==> config.mk <==
export PLATFORM = sky130hd
export DESIGN_NAME = spi_rx_fifo
export DESIGN_NICKNAME = d
export VERILOG_FILES = /design/src/rtl/spi_pkg.sv /design/src/rtl/spi_rx_fifo.sv
export SDC_FILE = /design/constraint.sdc
export NUM_CORES = 1
export LEC_CHECK = 0
export ABC_AREA = 1
export BUFFER_PORTS_ARGS = -buffer_cell sky130_fd_sc_hd__buf_2
export CAP_MARGIN = 0
export CORE_AREA = 2 2 150 152
export CTS_BUF_LIST = sky130_fd_sc_hd__clkbuf_8
export DETAILED_ROUTE_END_ITERATION = 8
export DIE_AREA = 0 0 152 154
export SLEW_MARGIN = 15
export SYNTH_ARGS = -nofsm -noshare
export SYNTH_HDL_FRONTEND = slang
export SYNTH_SLANG_ARGS = --single-unit
==> constraint.sdc <==
create_clock -name clk -period 2.84 [get_ports clk]
set_clock_uncertainty 0.2 [all_clocks]
set_input_delay 0.426 -clock clk [delete_from_list [all_inputs] [get_ports clk]]
set_output_delay 0.426 -clock clk [all_outputs]
set_load 0.02 [all_outputs]
==> src/rtl/spi_pkg.sv <==
// Shared constants for the SPI receive FIFO and its register-file view.
package spi_pkg;

  localparam int unsigned SPI_FIFO_DEPTH = 16;

  // FIFO_STATUS bit positions
  localparam int unsigned STAT_EMPTY_BIT     = 0;
  localparam int unsigned STAT_FULL_BIT      = 1;
  localparam int unsigned STAT_UNDERFLOW_BIT = 2;
  localparam int unsigned STAT_OVERFLOW_BIT  = 3;
  localparam int unsigned STAT_FLUSH_BIT     = 4;
  localparam int unsigned STAT_CLR_FLAGS_BIT = 5;

  typedef enum logic [7:0] {
    FIFO_DATA    = 8'h10,
    FIFO_COUNT   = 8'h11,
    FIFO_STATUS  = 8'h12,
    FIFO_HIWATER = 8'h13
  } fifo_reg_e;

  typedef struct packed {
    logic overflow;
    logic underflow;
    logic full;
    logic empty;
  } fifo_status_t;

  function automatic logic [7:0] status_word(input fifo_status_t s);
    return {4'b0000, s};
  endfunction

endpackage

==> src/rtl/spi_rx_fifo.sv <==
// First-word-fall-through byte FIFO from the SPI slave receive path to the
// register file, with occupancy, high-watermark and sticky error flags.
module spi_rx_fifo
  import spi_pkg::*;
#(
  parameter int unsigned DEPTH  = SPI_FIFO_DEPTH,
  parameter int unsigned DATA_W = 8,
  localparam int unsigned CNT_W = $clog2(DEPTH) + 1
) (
  input  logic              clk,
  input  logic              rst_n,
  input  logic              wr_valid,
  input  logic [DATA_W-1:0] wr_data,
  input  logic              rd_pop,
  output logic [DATA_W-1:0] rd_data,
  output logic              empty,
  output logic              full,
  output logic [CNT_W-1:0]  count,
  output logic [CNT_W-1:0]  hiwater,
  output logic              overflow,
  output logic              underflow,
  input  logic              flush,
  input  logic              clr_flags
);

  localparam int unsigned PTR_W = $clog2(DEPTH);

  logic [DATA_W-1:0] mem [DEPTH];
  logic [PTR_W-1:0]  wr_ptr, rd_ptr, wr_ptr_n, rd_ptr_n;
  logic [CNT_W-1:0]  count_n, hiwater_n, hw_base;
  logic [DATA_W-1:0] rd_data_n;
  logic              empty_n, full_n, overflow_n, underflow_n;
  logic              push_ok, pop_ok, ovf_evt, udf_evt;

  // Next-state: flush dominates, otherwise push and pop resolve together
  always_comb begin
    push_ok   = 1'b0;
    pop_ok    = 1'b0;
    ovf_evt   = 1'b0;
    udf_evt   = 1'b0;
    wr_ptr_n  = wr_ptr;
    rd_ptr_n  = rd_ptr;
    count_n   = count;
    rd_data_n = rd_data;
    if (flush) begin
      wr_ptr_n = '0;
      rd_ptr_n = '0;
      count_n  = '0;
    end else begin
      pop_ok  = rd_pop && !empty;
      push_ok = wr_valid && (!full || rd_pop);
      ovf_evt = wr_valid && full && !rd_pop;
      udf_evt = rd_pop && empty;
      if (push_ok) wr_ptr_n = wr_ptr + PTR_W'(1);
      if (pop_ok)  rd_ptr_n = rd_ptr + PTR_W'(1);
      count_n = count + CNT_W'(push_ok) - CNT_W'(pop_ok);
      // New byte becomes head when nothing older survives this edge
      if (push_ok && ((count - CNT_W'(pop_ok)) == '0)) rd_data_n = wr_data;
      else if (count_n != '0)                          rd_data_n = mem[rd_ptr_n];
    end
    empty_n     = (count_n == '0);
    full_n      = (count_n == CNT_W'(DEPTH));
    hw_base     = clr_flags ? '0 : hiwater;
    hiwater_n   = (count_n > hw_base) ? count_n : hw_base;
    overflow_n  = (overflow && !clr_flags) || ovf_evt;
    underflow_n = (underflow && !clr_flags) || udf_evt;
  end

  always_ff @(posedge clk or negedge rst_n) begin
    if (!rst_n) begin
      wr_ptr    <= '0;
      rd_ptr    <= '0;
      count     <= '0;
      rd_data   <= '0;
      empty     <= 1'b1;
      full      <= 1'b0;
      hiwater   <= '0;
      overflow  <= 1'b0;
      underflow <= 1'b0;
    end else begin
      wr_ptr    <= wr_ptr_n;
      rd_ptr    <= rd_ptr_n;
      count     <= count_n;
      rd_data   <= rd_data_n;
      empty     <= empty_n;
      full      <= full_n;
      hiwater   <= hiwater_n;
      overflow  <= overflow_n;
      underflow <= underflow_n;
    end
  end

  // Storage is not reset
  always_ff @(posedge clk) begin
    if (push_ok) mem[wr_ptr] <= wr_data;
  end

endmodule
==> metrics, run 1 <==
relative area change from synthesis to final layout=20.4%; setup TNS after final layout=-0.563 ns; Routed met3 length=775 um; post-synthesis cell type count=34; global route overflow=0; Warnings, synthesis=0; Routed WL=18.3 mm; number of endpoints failing setup at the final stage=4; routed len/inst=16.3 um; drc violations=0; post-synthesis instance area=7490 um2; post-route cell area=9010 um2; first-pass GRT wire length=29.0 mm; vias in the first global route=~5200; reported leakage power=3.89 nW; Final Slew Violations=0; clk slew on worst S/H paths=0.08 ns; Fill cells=2064; Post-DP HPWL=11.6 mm; gr usage total=15.9%; boundary pin count=36; number of nets still failing antenna checks after routing=0; CTS Root Cell=sky130_fd_sc_hd__clkbuf_8; standard cell core area=21700 um2; crit-path cells=nor2_4 > nand2_2 > nand2_2 > ha_4 > fa_2 > xnor2_2 > inv_1 > nor2_2 > ha_4 > nand2_1 > or2_4 > a21boi_2 > nand2_1 > nand2_2 > nand2_4 > nand3_2 > nand2_1; number of iterations in the first detailed-routing pass=5; violated checks=setup timing; sequential cell area=approximately 4600 um2; commonest non-fill, non-tap cell in the layout=sky130_fd_sc_hd__nand3_1; effective utilization at floorplan=34.5%; worst endpoint required time=2.97 ns; WS Path Type=reg -> reg; Post-Synthesis Net Count=774; worst reg-to-reg setup slack=-0.15 ns; M1 WL=~7.7 mm; drt via density=4.85; final hold violations=0; fraction of final layout cells sized beyond drive strength 1=20.7%; clock latency on the worst-skew pair=roughly 0.45 ns; portion of the post-synthesis area used by sequential elements=61.4%; number of rows in the core area=54; type of the tightest min-delay check=in -> reg; post-place instance area=8340 um2; CP endpoint kind=register; minimum clock period=2.99 ns; TritonCTS buffer count=17; outcome=finished with violations; count of inserted antenna diode cells=0; CTS tree=built; peak clock frequency supported by timing=~330 MHz; register bit count reported by yosys=158; startpoint class of the critical path=register; Max Fanout on Critical Path=5; final layout net count=859; die span in y=around 150 um; Critical Path Max Stage Delay=0.59 ns; most used cells in the layout excluding fill and tap cells=sky130_fd_sc_hd__nand3_1, sky130_fd_sc_hd__edfxtp_1, sky130_fd_sc_hd__inv_1, sky130_fd_sc_hd__nand2_1, sky130_fd_sc_hd__buf_4; Peak supply drop=approximately 400 uV; final setup slack of the worst path=-0.149 ns; final worst-path cycle share=105%; setup slack after placement=-0.337 ns; power per standard cell area=around 880 nW/um2; die extent in x=between 150 and 200 um; share of the synthesized area in the top cell type=51.3%; headroom to the max-slew limit=53.3%; number of buffers on the longest clock path=2; Max H-tree Level=4; GP Congestion=about 0.84; # port buffers=35; setup repair after global routing missed its margin=yes; first-iteration detailed-routing DRC count=~380; Post-Syn Instances=around 740; initial antenna violation count=0; count of clock tree sinks=around 160; total area of multi-input combinational cells=2450 um2; uppermost layer routed=met4; total number of vias=5432; Synth area leaders=sky130_fd_sc_hd__edfxtp_1, sky130_fd_sc_hd__nand3_1, sky130_fd_sc_hd__dfrtp_1; Slew @ Worst Pin=0.700 ns; number of maximum-capacitance constraint violations=0; top cell type by total area after synthesis=sky130_fd_sc_hd__edfxtp_1; average footprint of a synthesized cell=about 10 um2; crit path max-delay cell type=sky130_fd_sc_hd__dfstp_2; pin count of the biggest net entering global routing=59; Detail Route met2 WL=between 9 and 10 mm; arrival time at the worst endpoint=3.12 ns; total die area=23400 um2
sequential cells by signal (all words and copies together), names as in the netlist:
signal     cells
rd_ptr         4
empty          1
mem          128
overflow       1
count          5
full           1
hiwater        5
rd_data        8
underflow      1
wr_ptr         4
path summary, 6_finish.rpt:
path	depth (start not counted)	endpoint	startpoint
worst max register to register	17	hiwater[1]	empty
worst max-delay path	17	hiwater[1]	empty
min in group asynchronous	2	underflow	rst_n
max in group asynchronous	2	hiwater[2]	rst_n
worst min register to register	2	overflow	overflow
worst min-delay path	3	overflow	wr_valid
through the flow:
| stage | instances | hold slack, ns | util (%) | power [mW] |
|---|---|---|---|---|
| finish | 1121 | 0.0645 | 41.6 | 7.92 |
| global route | 1121 | 0.0861 | 41.6 | 8.46 |
| CTS | 1113 | 0.0406 | 40.8 | 7.73 |
| detailed placement | 1072 | 0.280 | 38.4 | 5.92 |
| global placement | 1072 | 0.283 | 38.4 | 5.87 |
| floorplan | 743 | -0.0696 | - | 4.86 |
what timing repair did:
action / 4_1_cts / 5_1_grt
gates resized for setup: 11 / 15
cloned: 0 / 2
hold buffers: 1 / 0
endpoints found under the setup margin: 4 / 12
buffers inserted: 8 / 6
hold endpoints to repair: 29 / 0
pin swaps: 15 / 14
metal layers:
layer	global-route usage [%]	vias up
met5	0	-
met4	4.09	0
met3	2.96	22
met2	27.8	126
met1	20.6	2638
li1	-	2646
cell families after synthesis:
group | after synthesis | share of synthesized area [%]
AO/OA/AOI/OAI | 28 | 2.09
XOR/XNOR | 7 | 1.02
adder cells (fa/ha/maj) | 17 | 2.94
buffers and inverters | 155 | 8.47
flip-flops | 158 | 61.4
AND/OR/NAND/NOR | 378 | 24.1
synthesized netlist by cell type (all sizes together):
cell,count
nand3,172
nand2,129
edfxtp,128
inv,121
nor2,37
nand3b,32
buf,30
dfrtp,29
a21oi,16
ha,16
o21ai,8
xor2,5
clkbuf,3
nor3,3
or2,3
xnor2,2
a21boi,1
a32o,1
clkinv,1
dfstp,1
fa,1
nand4,1
nor4,1
o21a,1
o31ai,1
layout make-up:
cell class | count | area share, %
clock buffers | 17 | 2.60
clock inverters | 15 | 1.64
inverters | 122 | 5.08
multi-input cells | 431 | 27.2
flip-flops and latches | 158 | 51.0
well taps | 280 | 3.89
repair buffers | 98 | 8.57
report_power, final:
group | switching (mW) | internal, mW
sequential | 0.105 | 2.68
clock | 0.853 | 0.780
combinational | 2.10 | 1.41
total | 3.06 | 4.86
critical path: cells and delay by family (launching register included):
kind | cells | cell delay [ns]
flip-flops | 1 | 0.59
AO/OA/AOI/OAI | 1 | 0.15
XOR/XNOR | 1 | 0.15
buffers and inverters | 1 | 0.07
AND/OR/NAND/NOR | 11 | 0.87
adder cells (fa/ha/maj) | 3 | 0.83
Power figures use the tool's default switching activity.
==> run 2: changes to the inputs <==
Settings changed: CTS_BUF_LIST sky130_fd_sc_hd__clkbuf_8 to default.
==> run 2 against run 1 <==
- worst setup slack better by 0.010 ns
- highest routed layer unchanged
- largest cell class unchanged
- die area stayed put
- the flow still finishes with violations (setup timing)
- critical path type unchanged
- final area increased by 2.2%
==> metrics, run 2 (synthesis gave the netlist of run 1 again) <==
outcome=finished with violations (unchanged); violated checks=setup timing (unchanged); Max Fanout on Critical Path=5 (unchanged); relative area change from synthesis to final layout=23.0% (was 20.4%); Max H-tree Level=4 (unchanged); die extent in x=152 um (unchanged); TritonCTS buffer count=17 (unchanged); final layout net count=859 (unchanged); GP Congestion=0.835 (unchanged); commonest non-fill, non-tap cell in the layout=sky130_fd_sc_hd__nand3_1 (unchanged); count of clock tree sinks=158 (unchanged); total power after layout=8.56 mW (was 7.92 mW); CTS Root Cell=sky130_fd_sc_hd__clkbuf_16 (was sky130_fd_sc_hd__clkbuf_8); global route overflow=0 (unchanged); first-iteration detailed-routing DRC count=384 (was 379); reported leakage power=3.96 nW (was 3.89 nW); initial antenna violation count=0 (unchanged); relative contribution of combinational cells to total power=41.4% (was 44.3%); total die area=23400 um2 (unchanged); boundary pin count=36 (unchanged); total number of vias=5403 (was 5432); largest registers ranked by flip-flop count=mem x128, rd_data x8 (unchanged); number of rows in the core area=54 (unchanged); CP endpoint kind=register (unchanged); Final Slew Violations=0 (unchanged); CTS tree=built (unchanged); proportion of power drawn by the clock network=26.1% (was 20.6%); vias in the first global route=5258 (was 5236); top cell family by delay on the critical path=simple AND/OR/NAND/NOR gates (unchanged); number of iterations in the first detailed-routing pass=5 (unchanged); Fill cells=2033 (was 2064); peak clock frequency supported by timing=336 MHz (was 335 MHz); number of endpoints failing setup at the final stage=4 (unchanged); final hold violations=0 (unchanged); number of maximum-capacitance constraint violations=0 (unchanged); sequential share of power=32.5% (was 35.1%); register name with the most flops=mem (unchanged); sum of buffers and inverters on the critical path=1 (unchanged); drc violations=0 (unchanged); final worst-path cycle share=105% (about the same); drt via density=4.82 (was 4.85); Critical Path Max Stage Delay=0.58 ns (was 0.59 ns); pin count of the biggest net entering global routing=59 (unchanged); minimum clock period=2.98 ns (was 2.99 ns); clk slew on worst S/H paths=0.06 ns (was 0.08 ns); arrival time at the worst endpoint=3.09 ns (was 3.12 ns); worst endpoint required time=2.95 ns (was 2.97 ns); standard cell core area=21700 um2 (unchanged); Peak supply drop=445 uV (was 405 uV); power per standard cell area=929 nW/um2 (was 879 nW/um2); setup repair after global routing missed its margin=yes (unchanged); switching power summed over all nets=3.16 mW (was 3.06 mW); WS Path Type=reg -> reg (unchanged); crit path max-delay cell type=sky130_fd_sc_hd__dfstp_2 (unchanged); setup slack after placement=-0.337 ns (unchanged); die span in y=154 um (unchanged); final setup slack of the worst path=-0.139 ns (was -0.149 ns); first-pass GRT wire length=29.2 mm (was 29.0 mm); Routed WL=18.6 mm (was 18.3 mm); number of nets still failing antenna checks after routing=0 (unchanged); type of the tightest min-delay check=in -> reg (unchanged); headroom to the max-slew limit=53.0% (was 53.3%); startpoint class of the critical path=register (unchanged); Internal Pwr Total=5.40 mW (was 4.86 mW); most used cells in the layout excluding fill and tap cells=sky130_fd_sc_hd__nand3_1, sky130_fd_sc_hd__edfxtp_1, sky130_fd_sc_hd__inv_1, sky130_fd_sc_hd__nand2_1, sky130_fd_sc_hd__buf_4 (unchanged); routed len/inst=16.6 um (was 16.3 um); number of flip-flops in the largest register=128 (unchanged); count of inserted antenna diode cells=0 (unchanged); Slew @ Worst Pin=0.705 ns (was 0.700 ns); clock latency on the worst-skew pair=0.43 ns (was 0.45 ns); # port buffers=35 (unchanged); crit-path cells=nor2_4 > nand2_2 > nand2_2 > ha_4 > fa_2 > xnor2_2 > inv_1 > nor2_2 > ha_4 > nand2_1 > or2_4 > a21boi_2 > nand2_1 > nand2_2 > nand2_4 > nand3_2 > nand2_1 (unchanged); effective utilization at floorplan=34.5% (unchanged); gr usage total=16.2% (was 15.9%); switch share=36.9% (was 38.6%); Post-DP HPWL=11.6 mm (unchanged); fraction of final layout cells sized beyond drive strength 1=20.7% (unchanged); number of buffers on the longest clock path=2 (unchanged)
-- run 2: power by group through the flow --
stage / Clock [mW] / Combinational (mW) / Sequential [mW]
2_1_floorplan: 0 / 1.89 / 2.97
4_1_cts: 2.26 / 3.30 / 2.78
3_5_place_dp: 0 / 3.10 / 2.83
5_1_grt: 2.37 / 3.92 / 2.80
6_report: 2.23 / 3.54 / 2.79
3_3_place_gp: 0 / 3.05 / 2.83
-- run 2: final cells by class --
cell class / count / area, um2 / area share [%]
flip-flops and latches: 158 / 4600 / 49.9
multi-input cells: 431 / 2460 / 26.7
repair buffers: 98 / 772 / 8.38
inverters: 122 / 458 / 4.97
clock buffers: 21 / 440 / 4.78
well taps: 280 / 350 / 3.80
clock inverters: 11 / 133 / 1.44
-- run 2: layer usage --
metal / up-vias / part of all wire (%) / track usage, %
met5: - / 0 / 0
met4: 0 / 1.8 / 5.83
met3: 23 / 3.6 / 2.96
met2: 109 / 51 / 28.0
met1: 2617 / 43 / 20.4
li1: 2654 / - / -
-- run 2: final timing paths --
check | cells after the start | to | slack [ns] | start
setup / recovery | 17 | hiwater[1] | -0.14 | empty
hold / removal | 3 | overflow | 0.09 | wr_valid
setup reg to reg | 17 | hiwater[1] | -0.14 | empty
hold reg to reg | 2 | overflow | 0.30 | overflow
max in group asynchronous | 2 | hiwater[1] | 1.59 | rst_n
min in group asynchronous | 2 | underflow | 0.38 | rst_n
-- run 2: per-stage QoR --
stage               hold slack [ns]  std cells  TNS, ns  util, %  instance area [um2]
finish                       0.0914       1121   -0.545     42.5                 9210
global route                  0.120       1121    -1.19     42.5                 9210
CTS                          0.0728       1113   -0.441     41.7                 9040
detailed placement            0.280       1072    -1.31     38.4                 8340
global placement              0.283       1072    -1.10     38.4                 8340
floorplan                   -0.0696        743   -0.564        -                 7520
-- run 2: worst min-delay path, cell delays in order --
cell and delay, ns:
sky130_fd_sc_hd__buf_2 0.11, sky130_fd_sc_hd__nand2_1 0.05, sky130_fd_sc_hd__o21ai_0 0.08
-- run 2: timing repair --
action,4_1_cts,5_1_grt
setup buffers,8,6
gates cloned,0,2
hold buffers,1,0
setup endpoints to repair,4,12
hold endpoints to repair,29,0
resized for setup,11,15
pin swaps,15,16
